$ cat config.mk
export PLATFORM = sky130hd
export DESIGN_NAME = acc_cpu_mc
export DESIGN_NICKNAME = d
export VERILOG_FILES = /design/src/rtl/acc_cpu_pkg.sv /design/src/rtl/acc_alu.sv /design/src/rtl/acc_cpu_mc.sv
export SDC_FILE = /design/constraint.sdc
export NUM_CORES = 1
export LEC_CHECK = 0
export CAP_MARGIN = 10
export CORE_MARGIN = 3
export CORE_UTILIZATION = 34
export CTS_BUF_LIST = sky130_fd_sc_hd__clkbuf_4
export DETAILED_ROUTE_END_ITERATION = 8
export MAX_ROUTING_LAYER = met4
export SLEW_MARGIN = 25
export SYNTH_ARGS = -nofsm -noshare
export SYNTH_HDL_FRONTEND = slang
export SYNTH_SLANG_ARGS = --single-unit
$ cat constraint.sdc
create_clock -name clk -period 3.5 [get_ports clk]
set_input_delay 0.525 -clock clk [delete_from_list [all_inputs] [get_ports clk]]
set_output_delay 0.525 -clock clk [all_outputs]
set_load 0.02 [all_outputs]
$ cat src/rtl/acc_cpu_pkg.sv
// Shared opcodes, FSM states and decode helpers
// for the multi-cycle accumulator core.
package acc_cpu_pkg;

  localparam logic [3:0] OP_NOP = 4'h0;
  localparam logic [3:0] OP_LDA = 4'h1;
  localparam logic [3:0] OP_STA = 4'h2;
  localparam logic [3:0] OP_ADD = 4'h3;
  localparam logic [3:0] OP_SUB = 4'h4;
  localparam logic [3:0] OP_AND = 4'h5;
  localparam logic [3:0] OP_OR  = 4'h6;
  localparam logic [3:0] OP_XOR = 4'h7;
  localparam logic [3:0] OP_SHL = 4'h8;
  localparam logic [3:0] OP_SHR = 4'h9;
  localparam logic [3:0] OP_JMP = 4'hA;
  localparam logic [3:0] OP_JZ  = 4'hB;
  localparam logic [3:0] OP_JC  = 4'hC;
  localparam logic [3:0] OP_LDI = 4'hD;
  localparam logic [3:0] OP_NOT = 4'hE;
  localparam logic [3:0] OP_HLT = 4'hF;

  typedef enum logic [2:0] {
    S_BOOT,
    S_FETCH,
    S_EXEC,
    S_MEM,
    S_HALT
  } state_e;

  function automatic logic mem_operand(logic [3:0] op);
    return (op == OP_LDA) ||
           (op >= OP_ADD && op <= OP_XOR);
  endfunction

  function automatic logic needs_mem(logic [3:0] op);
    return mem_operand(op) || (op == OP_STA);
  endfunction

  // Ops that write acc directly in EXEC
  function automatic logic exec_acc(logic [3:0] op);
    return (op == OP_SHL) || (op == OP_SHR) ||
           (op == OP_NOT) || (op == OP_LDI);
  endfunction

endpackage

$ cat src/rtl/acc_alu.sv
// Combinational accumulator ALU: result, carry
// and zero for every acc-writing opcode.
module acc_alu
  import acc_cpu_pkg::*;
#(
  parameter int DATA_W = 16
) (
  input  logic [3:0]        op,
  input  logic [DATA_W-1:0] a,
  input  logic [DATA_W-1:0] b,
  input  logic              c_in,
  output logic [DATA_W-1:0] result,
  output logic              c_out,
  output logic              z
);

  always_comb begin
    result = a;
    c_out  = c_in;
    unique case (op)
      OP_LDA: result = b;
      OP_ADD: {c_out, result} = {1'b0, a} + {1'b0, b};
      // Top bit of the widened difference is the borrow
      OP_SUB: {c_out, result} = {1'b0, a} - {1'b0, b};
      OP_AND: result = a & b;
      OP_OR:  result = a | b;
      OP_XOR: result = a ^ b;
      OP_SHL: begin
        c_out  = a[DATA_W-1];
        result = a << 1;
      end
      OP_SHR: begin
        c_out  = a[0];
        result = a >> 1;
      end
      OP_NOT: result = ~a;
      OP_LDI: result = b;
      default: ;
    endcase
  end

  assign z = (result == '0);

endmodule

$ cat src/rtl/acc_cpu_mc.sv
// Multi-cycle accumulator core with req/ack
// instruction and data memory ports.
module acc_cpu_mc
  import acc_cpu_pkg::*;
#(
  parameter int DATA_W = 16,
  parameter int ADDR_W = 12
) (
  input  logic              clk,
  input  logic              rst,
  output logic              imem_req,
  output logic [ADDR_W-1:0] imem_addr,
  input  logic [ADDR_W+3:0] imem_rdata,
  input  logic              imem_ack,
  output logic              dmem_req,
  output logic              dmem_we,
  output logic [ADDR_W-1:0] dmem_addr,
  output logic [DATA_W-1:0] dmem_wdata,
  input  logic [DATA_W-1:0] dmem_rdata,
  input  logic              dmem_ack,
  output logic [DATA_W-1:0] acc_out,
  output logic [ADDR_W-1:0] pc_out,
  output logic              flag_z,
  output logic              flag_c,
  output logic              halted
);

  state_e              state_q, state_d;
  logic [ADDR_W-1:0]   pc_q, pc_d, pc_inc;
  logic [ADDR_W+3:0]   ir_q, ir_d;
  logic [DATA_W-1:0]   acc_q, acc_d;
  logic                z_q, z_d, c_q, c_d;
  logic [3:0]          op;
  logic [ADDR_W-1:0]   opd;
  logic [DATA_W-1:0]   alu_b, alu_res;
  logic                alu_c, alu_z;
  logic                acc_we, jump;

  assign op     = ir_q[ADDR_W+3:ADDR_W];
  assign opd    = ir_q[ADDR_W-1:0];
  assign pc_inc = pc_q + ADDR_W'(1);
  assign alu_b  = (op == OP_LDI) ? DATA_W'(opd)
                                 : dmem_rdata;

  acc_alu #(.DATA_W(DATA_W)) u_alu (
    .op     (op),
    .a      (acc_q),
    .b      (alu_b),
    .c_in   (c_q),
    .result (alu_res),
    .c_out  (alu_c),
    .z      (alu_z)
  );

  assign acc_we =
    (state_q == S_EXEC && exec_acc(op)) ||
    (state_q == S_MEM && dmem_ack && op != OP_STA);

  assign jump = (op == OP_JMP) ||
                (op == OP_JZ && z_q) ||
                (op == OP_JC && c_q);

  always_ff @(posedge clk or posedge rst) begin
    if (rst) state_q <= S_BOOT;
    else     state_q <= state_d;
  end

  always_comb begin
    state_d = state_q;
    unique case (state_q)
      S_BOOT:  state_d = S_FETCH;
      S_FETCH: if (imem_ack) state_d = S_EXEC;
      S_EXEC: begin
        if (needs_mem(op))      state_d = S_MEM;
        else if (op == OP_HLT)  state_d = S_HALT;
        else                    state_d = S_FETCH;
      end
      S_MEM:   if (dmem_ack) state_d = S_FETCH;
      S_HALT:  state_d = S_HALT;
      default: state_d = S_BOOT;
    endcase
  end

  always_comb begin
    imem_req = 1'b0;
    dmem_req = 1'b0;
    dmem_we  = 1'b0;
    halted   = 1'b0;
    unique case (state_q)
      S_FETCH: imem_req = 1'b1;
      S_MEM: begin
        dmem_req = 1'b1;
        dmem_we  = (op == OP_STA);
      end
      S_HALT:  halted = 1'b1;
      default: ;
    endcase
  end

  always_comb begin
    pc_d  = pc_q;
    ir_d  = ir_q;
    acc_d = acc_q;
    z_d   = z_q;
    c_d   = c_q;
    if (state_q == S_FETCH && imem_ack)
      ir_d = imem_rdata;
    if (acc_we) begin
      acc_d = alu_res;
      z_d   = alu_z;
      c_d   = alu_c;
    end
    // HLT leaves pc on its own address
    if (state_q == S_EXEC && !needs_mem(op) &&
        op != OP_HLT)
      pc_d = jump ? opd : pc_inc;
    if (state_q == S_MEM && dmem_ack)
      pc_d = pc_inc;
  end

  always_ff @(posedge clk or posedge rst) begin
    if (rst) begin
      pc_q  <= '0;
      ir_q  <= '0;
      acc_q <= '0;
      z_q   <= 1'b0;
      c_q   <= 1'b0;
    end else begin
      pc_q  <= pc_d;
      ir_q  <= ir_d;
      acc_q <= acc_d;
      z_q   <= z_d;
      c_q   <= c_d;
    end
  end

  assign imem_addr  = pc_q;
  assign dmem_addr  = opd;
  assign dmem_wdata = acc_q;
  assign acc_out    = acc_q;
  assign pc_out     = pc_q;
  assign flag_z     = z_q;
  assign flag_c     = c_q;

endmodule

# Word level (Yosys, flattened, before mapping)
# Index checks and enable logic that the tools add are counted.
# Widths: inputs -> output; s select.
# totals
register_bits	49
inputBits	36
output_inout_bits	74
elab_cells	78
# op_classes
addsub	3
n_lt_le_gt_ge	2
n_eq_ne	23
n_mux	15
bitwise	4
n_reduce_logical	25
# op_table
operator	count
$pmux 16 s9	1
$mux 12	3
$eq 4x4->1 const B	8
$add 16x16->17	1
$sub 16x16->17	1
$and 16x16->16	1
$eq 4x3->1 const B	4
$logic_not 16->1	1
$mux 16	1
$not 16->16	1
$or 16x16->16	1
$xor 16x16->16	1
$pmux 3 s5	1
$add 12x1->12 const B	1
$mux 3	4
$logic_and 1x1->1	9
$eq 4x2->1 const B	2
$logic_or 1x1->1	8
$eq 3x2->1 const B	2
$eq 4x1->1 const B	1
$ge 4x2->1 const B	1
$le 4x3->1 const B	1
$mux 1	4
$ne 2x2->1 const B	2
other kinds (11)	12

# Logic depth before layout (Yosys ltp)
# Gate-level depths: netlist of run 1.
# logic_depth
ltp_word	9
ltp_mapped	16
depth_no_buf	14

# Hierarchy
# A second synthesis of run 1 with hierarchy kept.
# hier_totals
hier_cells	727
hier_area_um2	6038.3
# modules_own_cells
module	instances	cells_each	area_each_um2	seq_area_each_um2
acc_alu	1	465	3119.2	0.0
acc_cpu_mc	1	262	2919.0	1226.2

# Worst setup path after synthesis of run 1
# OpenSTA, ideal clock, no wires.
# synth_timing
path_type	register to register
start	reg ir_q[14]
end	reg z_q, in the netlist flag_z
setup_ns	0.092
arrival_ns	3.621
t_required_ns	3.408
path_slack_ns	-0.213
stages_incl_launch_ff	17
path_buffers	3
period_less_slack_ns	3.713
cell_sequence	dfrtp_1 > buf_2 > nand4b_2 > buf_2 > mux2_2 > inv_1 > ha_1 > buf_2 > or4_1 > o21a_1 > and2_1 > a221o_1 > a211oi_1 > o21ai_0 > nor4_1 > nand4_1 > o31ai_2
# synth_between
elab_chain_cells	6
word_cells_on_any_way	26
classes_between	2 x add/sub; 11 x eq/ne; 2 x mux; 3 x bitwise; 8 x reduce/logical
# synth_lines
element	line_no	rtl
start: declaration	acc_cpu_mc.sv:30	logic [ADDR_W+3:0] ir_q, ir_d;
start signal: assignment	acc_cpu_mc.sv:130	ir_q <= ir_d;
branches (longest 6 deep; another with $sub 16x16->17)	-	
end signal: assignment	acc_cpu_mc.sv:132	z_q <= z_d;
end: declaration	acc_cpu_mc.sv:32	logic z_q, z_d, c_q, c_d;
# Parallel ways; which one is timed is not known.
# A chain may end at the register's enable or synchronous reset.

# Worst setup path in the final report of run 1
# layout_timing
start	reg ir_q[13]
end	reg z_q, in the netlist flag_z
# Same word-level chain as after synthesis.

==> results of run 1 <==
## stage by stage
| step | instances | setup WS, ps | cell area [um^2] | power, W |
|---|---|---|---|---|
| after detailed placement | 1163 | -675.6 | 8029 | 0.008710 |
| after CTS | 1181 | -213.7 | 8481 | 0.009523 |
| after global routing | 1191 | -497.7 | 8832 | 0.01080 |
| after floorplan | 775 | 9.561 | 6101 | 0.005698 |
| after global placement | 1163 | -578.1 | 8029 | 0.008723 |
| final | 1191 | -287.2 | 8832 | 0.01016 |
## synthesized netlist by cell type, types with 4 or more instances
| cell type | n | area (um^2) |
|---|---|---|
| buf_2 | 17 | 85.08 |
| clkbuf_1 | 26 | 97.59 |
| o2bb2ai_1 | 4 | 35.03 |
| nor3b_1 | 5 | 37.54 |
| buf_4 | 40 | 300.3 |
| a22oi_1 | 10 | 75.07 |
| a211o_1 | 4 | 35.03 |
| a31o_2 | 4 | 35.03 |
| inv_1 | 53 | 198.9 |
| a32oi_1 | 4 | 35.03 |
| mux2_2 | 28 | 315.3 |
| dfrtp_1 | 49 | 1226 |
| nor2b_1 | 12 | 75.07 |
| mux2i_1 | 16 | 160.2 |
| a2bb2oi_1 | 4 | 35.03 |
| o31ai_1 | 5 | 37.54 |
| nand2b_1 | 15 | 93.84 |
| o21a_1 | 5 | 37.54 |
| a221oi_1 | 5 | 43.79 |
| nand2_1 | 48 | 180.2 |
| nor2_1 | 57 | 214.0 |
| o211ai_1 | 7 | 52.55 |
| o221ai_1 | 9 | 78.83 |
| nor3_1 | 15 | 75.07 |
| o22ai_1 | 16 | 100.1 |
| buf_1 | 4 | 15.01 |
| a211oi_1 | 15 | 112.6 |
| a2111oi_0 | 5 | 43.79 |
| a21o_1 | 7 | 52.55 |
| o21bai_1 | 7 | 52.55 |
| nor4_1 | 6 | 37.54 |
| xnor2_1 | 9 | 78.83 |
| ha_1 | 49 | 613.1 |
| a311oi_1 | 4 | 35.03 |
| a31oi_1 | 5 | 31.28 |
| and3_1 | 8 | 50.05 |
| a21oi_1 | 70 | 350.3 |
| nand3b_1 | 4 | 30.03 |
| nand3_1 | 21 | 105.1 |
| or3_1 | 5 | 31.28 |
| o21ai_0 | 38 | 190.2 |
| nand4_1 | 4 | 25.02 |
## path summary, 6_finish.rpt
path | to | slack, ps
worst max-delay path | flag_z | -290
worst min-delay path | acc_out[1] | 450
worst max register to register | flag_z | -290
worst min register to register | imem_addr[9] | 580
max in group asynchronous | ir_q[12] | 2390
min in group clk | imem_addr[9] | 580
## timing repair
action                                  in CTS  in global routing
resized for setup                           70                 51
pin swaps                                   16                 34
endpoints found under the hold margin        0                  0
buffers inserted                            10                 13
endpoints found under the setup margin       7                  8
## critical path: stages, from the launching register on
cell      delay (ps)
dfrtp_1          420
nand4b_4         250
buf_12           190
buf_6            120
mux2_4           310
ha_2             180
buf_4            140
a21o_1           180
a31o_4           270
a311oi_2         280
buf_4            190
o22ai_2           90
a311oi_1         450
o41ai_4          170
o221ai_2         130
nand4_1          150
o31ai_2          190
## layer usage
layer	global-route usage, %	vias to the layer above	part of all wire, %
met5	-	-	0
met4	7.955	0	3.4
met3	3.058	54	6.8
met1	34.06	3299	44
met2	37.33	304	46
li1	-	3196	-
## report_power, final
group	internal (W)	switching [W]
clock network	0.0000839	0.000246
registers	0.000834	0.000375
logic	0.00406	0.00456
## layout make-up
type                       count  area [um^2]  share of cell area (%)
clock buffer                   5        37.54                  0.4250
sequential                    49         1227                   13.90
multi-input combinational    583         4677                   52.95
inverter                      53        209.0                   2.366
tap                          225        281.5                   3.187
timing repair buffer         272         2372                   26.86
clock inverter                 3        25.02                  0.2833
antenna                        1        2.502                 0.02833
## cells by family after synthesis
family	after synthesis	share of synthesized area (%)
compound gates	257	29.05
xor+xnor	10	1.443
fa+ha+maj	51	10.76
buf+inv	143	12.04
flops	49	20.21
mux	44	7.835
simple gates	221	18.66
## state kept, by name (all words and copies together) (netlist names)
register / cells
flag_c: 1
imem_addr: 12
state_q: 3
flag_z: 1
acc_out: 16
ir_q: 16
==> results.md, run 1 <==
| Result | This run |
|---|---|
| Slew at the pin closest to its max-slew limit | 885.7 ps |
| Worst setup EP type | register |
| Most frequent cells in the layout | 150 x buf_4, 109 x clkdlybuf4s50_1, 66 x a21oi_1, 56 x nor2_1 |
| Total track usage | 24.56% |
| Post-synth EDFFs | 0 |
| Antenna Violating Nets Remaining | 0 |
| Number of slew-limit violations in the final report | 0 |
| Worst setup path startpoint | ir_q[13] |
| Routed wire length | 24260 um |
| Highest clock rate | 264.0 MHz |
| Start of the worst register-to-register path | ir_q[13] |
| Maximum number of buffers from clock root to sink | 2 |
| Core region area | 17360 um^2 |
| Most common cell after layout, fill and taps aside | buf_4 |
| TritonCTS clock tree | yes |
| Number of top-level design ports | 110 |
| Arrival time reported for the critical path endpoint | 4150 ps |
| Overflow left after global routing | 0 |
| Placer congestion estimate | 0.9457 |
| IO buf count | 109 |
| Final period util | 108.2% |
| Required time at the endpoint of the critical path | 3860 ps |
| Layout area overhead | 45.55% |
| Count of yosys warnings during synthesis | 0 |
| Number of filler instances in the final layout | 1673 |
| Number of antenna violations at the first check in global routing | 1 |
| Avg Inst Size Synth | 7.830 um^2 |
| Post-synth ARST share | 100.0% |
| Sinks on the clock net | 49 |
| Number of hold buffers added after CTS | 0 |
| Post-Synthesis Cell Area | 6068 um^2 |
| Clk Latency, worst-skew pair | 430 ps |
| LEAKAGE | 3.802 nW |
| Via total after detailed routing | 6853 |
| Detailed-route DRC error count | 0 |
| Clock root cell | clkbuf_4 |
| Unrepaired setup endpoints after global routing | yes |
| Final net count | 1051 |
| Number of violations reported at the end of detailed-routing iteration 0 | 700 |
| Vias per Instance | 5.754 |
| Violations in the final reports | negative setup slack |
| Minimum hold slack | 446.3 ps |
| Post-synthesis cell count | 775 |
| Kind of critical path | register to register |
| Via count of the first global-routing pass | 6393 |
| Synthesis-stage register bit count | 49 |
| Core Util, Final | 50.89% |
| Effective utilization at floorplan | 34.96% |
| Final total negative setup slack | -710.1 ps |
| Worst Hold Class | input port to async pin |
| Horizontal die dimension | 139.6 um |
| Num CTS Buffers | 5 |
| Number of nets in the synthesized netlist | 862 |
| Worst-case reg-to-reg path depth | 16 |
| Final setup vio count | 5 |
| Final worst path period need | 3787 ps |
| Placed wire-length estimate | 18020 um |
| Number of H-tree levels | 2 |
| Status | finished with violations |
| Final setup slack of the worst path | -287.2 ps |
| Slew headroom | 40.82% |
| Die Area | 19490 um^2 |
| Maximum number of pins on one net before global-route repair | 55 |
| First-pass GRT wire length | 37210 um |
| Number of rows created at floorplan | 48 |
| Final hold viol count | 0 |
| Total power density per cell area | 1150 nW/um^2 |
| Clock skew after layout | 25.76 ps |
| Layout cell share with drive strength beyond 1 | 29.64% |
| Height of the die | 139.6 um |
| Startpoint types | register |
| Drt first pass iters | 5 |
| VDD IR max | 438.0 uV |
| Worst-path fanout max | 5 |
| Max-cap check violation count | 0 |
| Clock transition at the register clock pins on the worst setup and hold paths after CTS | 190 ps |
| Commonest register cell after synthesis | dfrtp_1 |
| Detail-routed net length per standard cell | 20.37 um |
| Unique cell type count in the Yosys netlist | 79 |
| Sequential cell area fraction in the yosys report | 20.21% |
No activity file was read; power rests on OpenSTA's default activity.
==> run 2: changes to the inputs <==
--- a/config.mk
+++ b/config.mk
@@ -5,10 +5,12 @@
 export SDC_FILE = /design/constraint.sdc
 export NUM_CORES = 1
 export LEC_CHECK = 0
+export ABC_AREA = 1
 export CAP_MARGIN = 10
 export CORE_MARGIN = 3
 export CORE_UTILIZATION = 34
 export CTS_BUF_LIST = sky130_fd_sc_hd__clkbuf_4
+export CTS_CLUSTER_SIZE = 10
 export DETAILED_ROUTE_END_ITERATION = 8
 export MAX_ROUTING_LAYER = met4
 export SLEW_MARGIN = 25
==> results.md, run 2 <==
| Result | This run |
|---|---|
| Post-synth EDFFs | 0 |
| Int Power | 0.003088 W |
| Height of the die | 142.5 um |
| Required time at the endpoint of the critical path | 3840 ps |
| Most common cell after layout, fill and taps aside | nand2_1 |
| TritonCTS clock tree | yes |
| Post-synth ARST share | 100.0% |
| Commonest register cell after synthesis | dfrtp_1 |
| Post-synthesis cell count | 1100 |
| Total power density per cell area | 1014 nW/um^2 |
| Number of filler instances in the final layout | 2006 |
| Num CTS Buffers | 5 |
| LEAKAGE | 3.981 nW |
| Final setup slack of the worst path | 249.1 ps |
| Worst-path fanout max | 12 |
| Core region area | 18150 um^2 |
| Avg Inst Size Synth | 5.758 um^2 |
| Dominant cells by area after synthesis | dfrtp_1 19%, nand2_1 19%, inv_1 10% |
| Slew at the pin closest to its max-slew limit | 844.1 ps |
| First-pass GRT wire length | 36110 um |
| Unique cell type count in the Yosys netlist | 37 |
| DP Worst Slack | 31.77 ps |
| Clk Latency, worst-skew pair | 400 ps |
| Placed wire-length estimate | 18560 um |
| Multi-input gate area | 4066 um^2 |
| Detailed-route DRC error count | 0 |
| Number of nets in the synthesized netlist | 1187 |
| Sequential cell area fraction in the yosys report | 19.36% |
| Maximum number of buffers from clock root to sink | 2 |
| Number of H-tree levels | 2 |
| Number of rows created at floorplan | 49 |
| Via count of the first global-routing pass | 6753 |
| Number of top-level design ports | 110 |
| Via total after detailed routing | 7188 |
| Kind of critical path | register to register |
| VDD IR max | 524.3 uV |
| Placer congestion estimate | 1.011 |
| Post-Synthesis Cell Area | 6334 um^2 |
| Number of antenna violations at the first check in global routing | 0 |
| Worst setup EP type | register |
| Status | finished, final reports clean |
| Most frequent cells in the layout | 325 x nand2_1, 172 x inv_1, 142 x nor2_1, 109 x clkdlybuf4s50_1, 91 x nand3_1 |
| Slew headroom | 43.59% |
| Worst Hold Class | input port to async pin |
| Final total negative setup slack | 0 ps |
| Final period util | 92.88% |
| Count of inserted antenna diode cells | 0 |
| Post-synth top area share | 19.36% |
| Minimum hold slack | 409.7 ps |
| Net switching power of the design | 0.004626 W |
| Startpoint types | register |
| Maximum number of pins on one net before global-route repair | 33 |
| Net switching share of the total power | 59.97% |
| Count of yosys warnings during synthesis | 0 |
| Vias per Instance | 5.123 |
| Drt first pass iters | 6 |
| Flop-to-flop setup slack | 250 ps |
| Commonest cells in the synthesized netlist | 326 x nand2_1, 173 x inv_1, 144 x nor2_1, 92 x nand3_1, 63 x o21ai_0 |
| Layout cell share with drive strength beyond 1 | 5.877% |
| Arrival time reported for the critical path endpoint | 3590 ps |
| Overflow left after global routing | 0 |
| Number of slew-limit violations in the final report | 0 |
| Clock skew after layout | 16.11 ps |
| Clock root cell | clkbuf_4 |
| Number of violations reported at the end of detailed-routing iteration 0 | 556 |
| Highest clock rate | 307.6 MHz |
| Share of total power in the clock network | 3.9% |
| Clock transition at the register clock pins on the worst setup and hold paths after CTS | 180 ps |
| Sequential standard cell area | 1229 um^2 |
| Effective utilization at floorplan | 34.90% |
| Relative contribution of sequential cells to total power | 15.8% |
| Die Area | 20300 um^2 |
| Final hold viol count | 0 |
| Core Util, Final | 41.92% |
| Most frequently used cell type in the post-synthesis netlist | nand2_1 |
| Total track usage | 23.17% |
| Synthesis-stage register bit count | 49 |
| Sinks on the clock net | 49 |
| Largest area contributor in the netlist | dfrtp_1 |
| Final net count | 1260 |
| Max-cap check violation count | 0 |
| Detail-routed net length per standard cell | 16.65 um |
| Final setup vio count | 0 |
| Antenna Violating Nets Remaining | 0 |
| Layout area overhead | 20.11% |
| Combinational group share of total power | 80.3% |
| Final worst path period need | 3251 ps |
| Routed wire length | 23350 um |
| Horizontal die dimension | 142.5 um |
| IO buf count | 109 |
run 2: cell type report:
class / instances / share of cell area (%)
timing repair buffer: 136 / 17.17
multi-input combinational: 805 / 53.45
sequential: 49 / 16.15
clock inverter: 3 / 0.2796
inverter: 176 / 8.684
tap: 229 / 3.766
clock buffer: 5 / 0.4934
run 2: path summary, 6_finish.rpt:
check                      startpoint          to  cells past startpoint
max                          ir_q[14]      flag_z                     20
max in group asynchronous         rst    ir_q[13]                      3
min in group clk           state_q[2]  state_q[0]                      1
max reg2reg                  ir_q[14]      flag_z                     20
min reg2reg                state_q[2]  state_q[0]                      1
min                               rst     ir_q[9]                      2
run 2: cell families after synthesis:
kind of cell	count (synthesis)	synth area share, %
buf+inv	246	17.33
fa+ha+maj	51	10.31
mux	4	0.7111
xor+xnor	3	0.4149
compound gates	143	12.56
simple gates	604	39.31
flops	49	19.36
run 2: power by group through the flow:
| stage | clock network [W] | logic [W] | registers [W] |
|---|---|---|---|
| after CTS | 0.000304 | 0.00602 | 0.00122 |
| final | 0.000299 | 0.00620 | 0.00122 |
| after detailed placement | 0 | 0.00599 | 0.00123 |
| after floorplan | 0 | 0.00396 | 0.00128 |
| after global routing | 0.000320 | 0.00683 | 0.00127 |
| after global placement | 0 | 0.00600 | 0.00123 |
run 2: critical path, stage by stage (launching register included):
cell	delay (ps)
dfrtp_2	470
nand2_4	100
inv_1	150
nand2_4	120
buf_12	170
nand2_1	70
o21ai_1	110
ha_2	490
inv_1	90
buf_4	160
nor3_1	270
nand3_1	160
nand3_1	90
nand2_1	50
nand3_1	70
nand3_1	100
nand2_1	130
nand2_1	70
nor2_1	120
nand4_1	100
nand2_1	80
run 2: through the flow:
| stage | instance area, um^2 | power (W) | cells |
|---|---|---|---|
| 2_1_floorplan | 6334 | 0.005236 | 1100 |
| 3_3_place_gp | 7475 | 0.007233 | 1393 |
| 3_5_place_dp | 7475 | 0.007222 | 1393 |
| 4_1_cts | 7533 | 0.007549 | 1401 |
| 5_1_grt | 7607 | 0.008423 | 1403 |
| 6_report | 7607 | 0.007715 | 1403 |
run 2: metal layers:
layer / up-vias / wire length (um) / track usage [%]
met5: - / 0 / -
met4: 0 / 824 / 8.104
met3: 42 / 1780 / 3.595
met2: 322 / 10240 / 35.73
met1: 3267 / 10500 / 30.88
li1: 3557 / - / -
run 2: timing repair:
item,CTS,global route
setup endpoints to repair,0,8
resized for setup,0,17
hold buffers,0,0
setup buffers,0,2
==> run 3: changes to the inputs <==
--- a/config.mk
+++ b/config.mk
@@ -7,13 +7,12 @@
 export LEC_CHECK = 0
 export ABC_AREA = 1
 export CAP_MARGIN = 10
-export CORE_MARGIN = 3
+export CORE_MARGIN = 2
 export CORE_UTILIZATION = 34
 export CTS_BUF_LIST = sky130_fd_sc_hd__clkbuf_4
 export CTS_CLUSTER_SIZE = 10
 export DETAILED_ROUTE_END_ITERATION = 8
 export MAX_ROUTING_LAYER = met4
-export SLEW_MARGIN = 25
 export SYNTH_ARGS = -nofsm -noshare
 export SYNTH_HDL_FRONTEND = slang
 export SYNTH_SLANG_ARGS = --single-unit
==> results.md, run 3 (same netlist as run 2, synthesis figures left out) <==
| Result | This run |
|---|---|
| Via total after detailed routing | 7236 |
| Number of top-level design ports | 110 |
| Most common cell after layout, fill and taps aside | nand2_1 |
| Highest clock rate | 306.9 MHz |
| Worst setup EP type | register |
| Hold Path Stages | 1 |
| Detail-routed net length per standard cell | 16.78 um |
| Kind of critical path | register to register |
| Vias per Instance | 5.114 |
| Maximum number of buffers from clock root to sink | 2 |
| Final hold viol count | 0 |
| Max-cap check violation count | 0 |
| Number of H-tree levels | 2 |
| Net switching share of the total power | 59.01% |
| Design Power | 0.007941 W |
| Number of slew-limit violations in the final report | 0 |
| Total power density per cell area | 1033 nW/um^2 |
| Clk Latency, worst-skew pair | 410 ps |
| Total track usage | 24.63% |
| Final worst path period need | 3258 ps |
| Antenna Violating Nets Remaining | 0 |
| Status | finished, final reports clean |
| Maximum number of pins on one net before global-route repair | 38 |
| Sinks on the clock net | 49 |
| Worst-path fanout max | 4 |
| Final instance area | 7690 um^2 |
| Flop-to-flop setup slack | 240 ps |
| Core Util, Final | 42.37% |
| Num CTS Buffers | 5 |
| Worst hold path startpoint | state_q[2] |
| Clock transition at the register clock pins on the worst setup and hold paths after CTS | 180 ps |
| First-pass GRT wire length | 37150 um |
| Via count of the first global-routing pass | 6705 |
| Share of total power in the clock network | 4.8% |
| Slew headroom | 39.60% |
| Number of violations reported at the end of detailed-routing iteration 0 | 659 |
| LEAKAGE | 4.044 nW |
| Routed wire length | 23750 um |
| Placed wire-length estimate | 18800 um |
| Placer congestion estimate | 0.9738 |
| Unrepaired setup endpoints after global routing | no |
| Final setup slack of the worst path | 242.0 ps |
| Core region area | 18150 um^2 |
| Number of antenna violations at the first check in global routing | 1 |
| Relative contribution of sequential cells to total power | 15.4% |
| Horizontal die dimension | 140.5 um |
| Slew at the pin closest to its max-slew limit | 903.8 ps |
| Overflow left after global routing | 0 |
| Effective utilization at floorplan | 34.90% |
| Final period util | 93.09% |
| Worst hold path endpoint | state_q[0] |
| Net switching power of the design | 0.004686 W |
| Combinational group share of total power | 79.7% |
| Final net count | 1271 |
| Final setup vio count | 0 |
| Number of rows created at floorplan | 49 |
| Die Area | 19740 um^2 |
| Worst Hold Class | register to register |
| Start of the worst register-to-register path | ir_q[13] |
| Cell Area, Placed | 7565 um^2 |
| TritonCTS clock tree | yes |
| Height of the die | 140.5 um |
| Layout cell share with drive strength beyond 1 | 6.667% |
| Int Power | 0.003255 W |
| Final total negative setup slack | 0 ps |
| Number of hold buffers added after CTS | 0 |
| Detailed-route DRC error count | 0 |
| Required time at the endpoint of the critical path | 3800 ps |
| Startpoint types | register |
| Drt first pass iters | 5 |
| End of the worst register-to-register path | flag_c |
| VDD IR max | 489.2 uV |
| Clock root cell | clkbuf_4 |
| IO buf count | 109 |
| Layout area overhead | 21.41% |
| Clock skew after layout | 18.70 ps |
| DP Worst Slack | 79.72 ps |
| Arrival time reported for the critical path endpoint | 3550 ps |
| Most frequent cells in the layout | 326 x nand2_1, 172 x inv_1, 141 x nor2_1, 109 x clkdlybuf4s50_1, 90 x nand3_1 |
| Worst-case reg-to-reg path depth | 20 |
## run 3: timing repair
action	4_1_cts	5_1_grt
gates resized for setup	0	11
setup buffers	0	1
endpoints found under the setup margin	0	6
## run 3: power groups by stage
stage	Sequential, W	Clock, W	Combinational, W
final	0.00123	0.000384	0.00633
after global routing	0.00127	0.000409	0.00698
after CTS	0.00122	0.000393	0.00620
after detailed placement	0.00123	0	0.00617
after global placement	0.00123	0	0.00617
after floorplan	0.00128	0	0.00396
## run 3: worst max-delay path, stage by stage, from the launching register on
cell and delay [ps]:
dfrtp_2 460, inv_2 70, nand2_1 120, nor2_2 60, buf_4 140, or2_2 270
o21ai_1 120, inv_1 90, ha_1 220, fa_1 440, nand3_1 110, nand3_1 110
nand2_1 100, nand2_1 60, nand2_1 120, nand2_1 70, nand2_1 80, a21oi_1 90
o21a_1 170, o21ai_0 140, o21ai_0 100
## run 3: worst max path at each step
stage                        end  depth (start not counted)     startpoint
after floorplan           flag_c                         19       ir_q[13]
after global placement    flag_c                         17  dmem_rdata[0]
after detailed placement  flag_z                         19  dmem_rdata[0]
after CTS                 flag_z                         22       ir_q[13]
after global routing      flag_z                         23       ir_q[14]
final                     flag_c                         20       ir_q[13]
## run 3: per-layer routing
metal | share of wire (%) | track usage (%) | up-vias
met2 | 45 | 39.16 | 307
met3 | 7.3 | 3.111 | 31
met1 | 46 | 33.45 | 3315
met5 | 0 | - | -
met4 | 2.0 | 6.053 | 0
li1 | - | - | 3583
## run 3: layout make-up
cell class | count | area [um^2]
clock buffer | 5 | 37.54
fill | 1975 | 10460
clock inverter | 3 | 47.55
tap | 229 | 286.5
multi-input combinational | 805 | 4038
sequential | 49 | 1229
antenna | 1 | 2.502
timing repair buffer | 147 | 1389
inverter | 176 | 660.6
## run 3: through the flow
step                      hold WS, ps  cells
after floorplan                 475.8   1100
after global placement          494.2   1405
after detailed placement        514.5   1405
after CTS                       525.2   1413
after global routing            565.6   1415
final                           528.9   1415
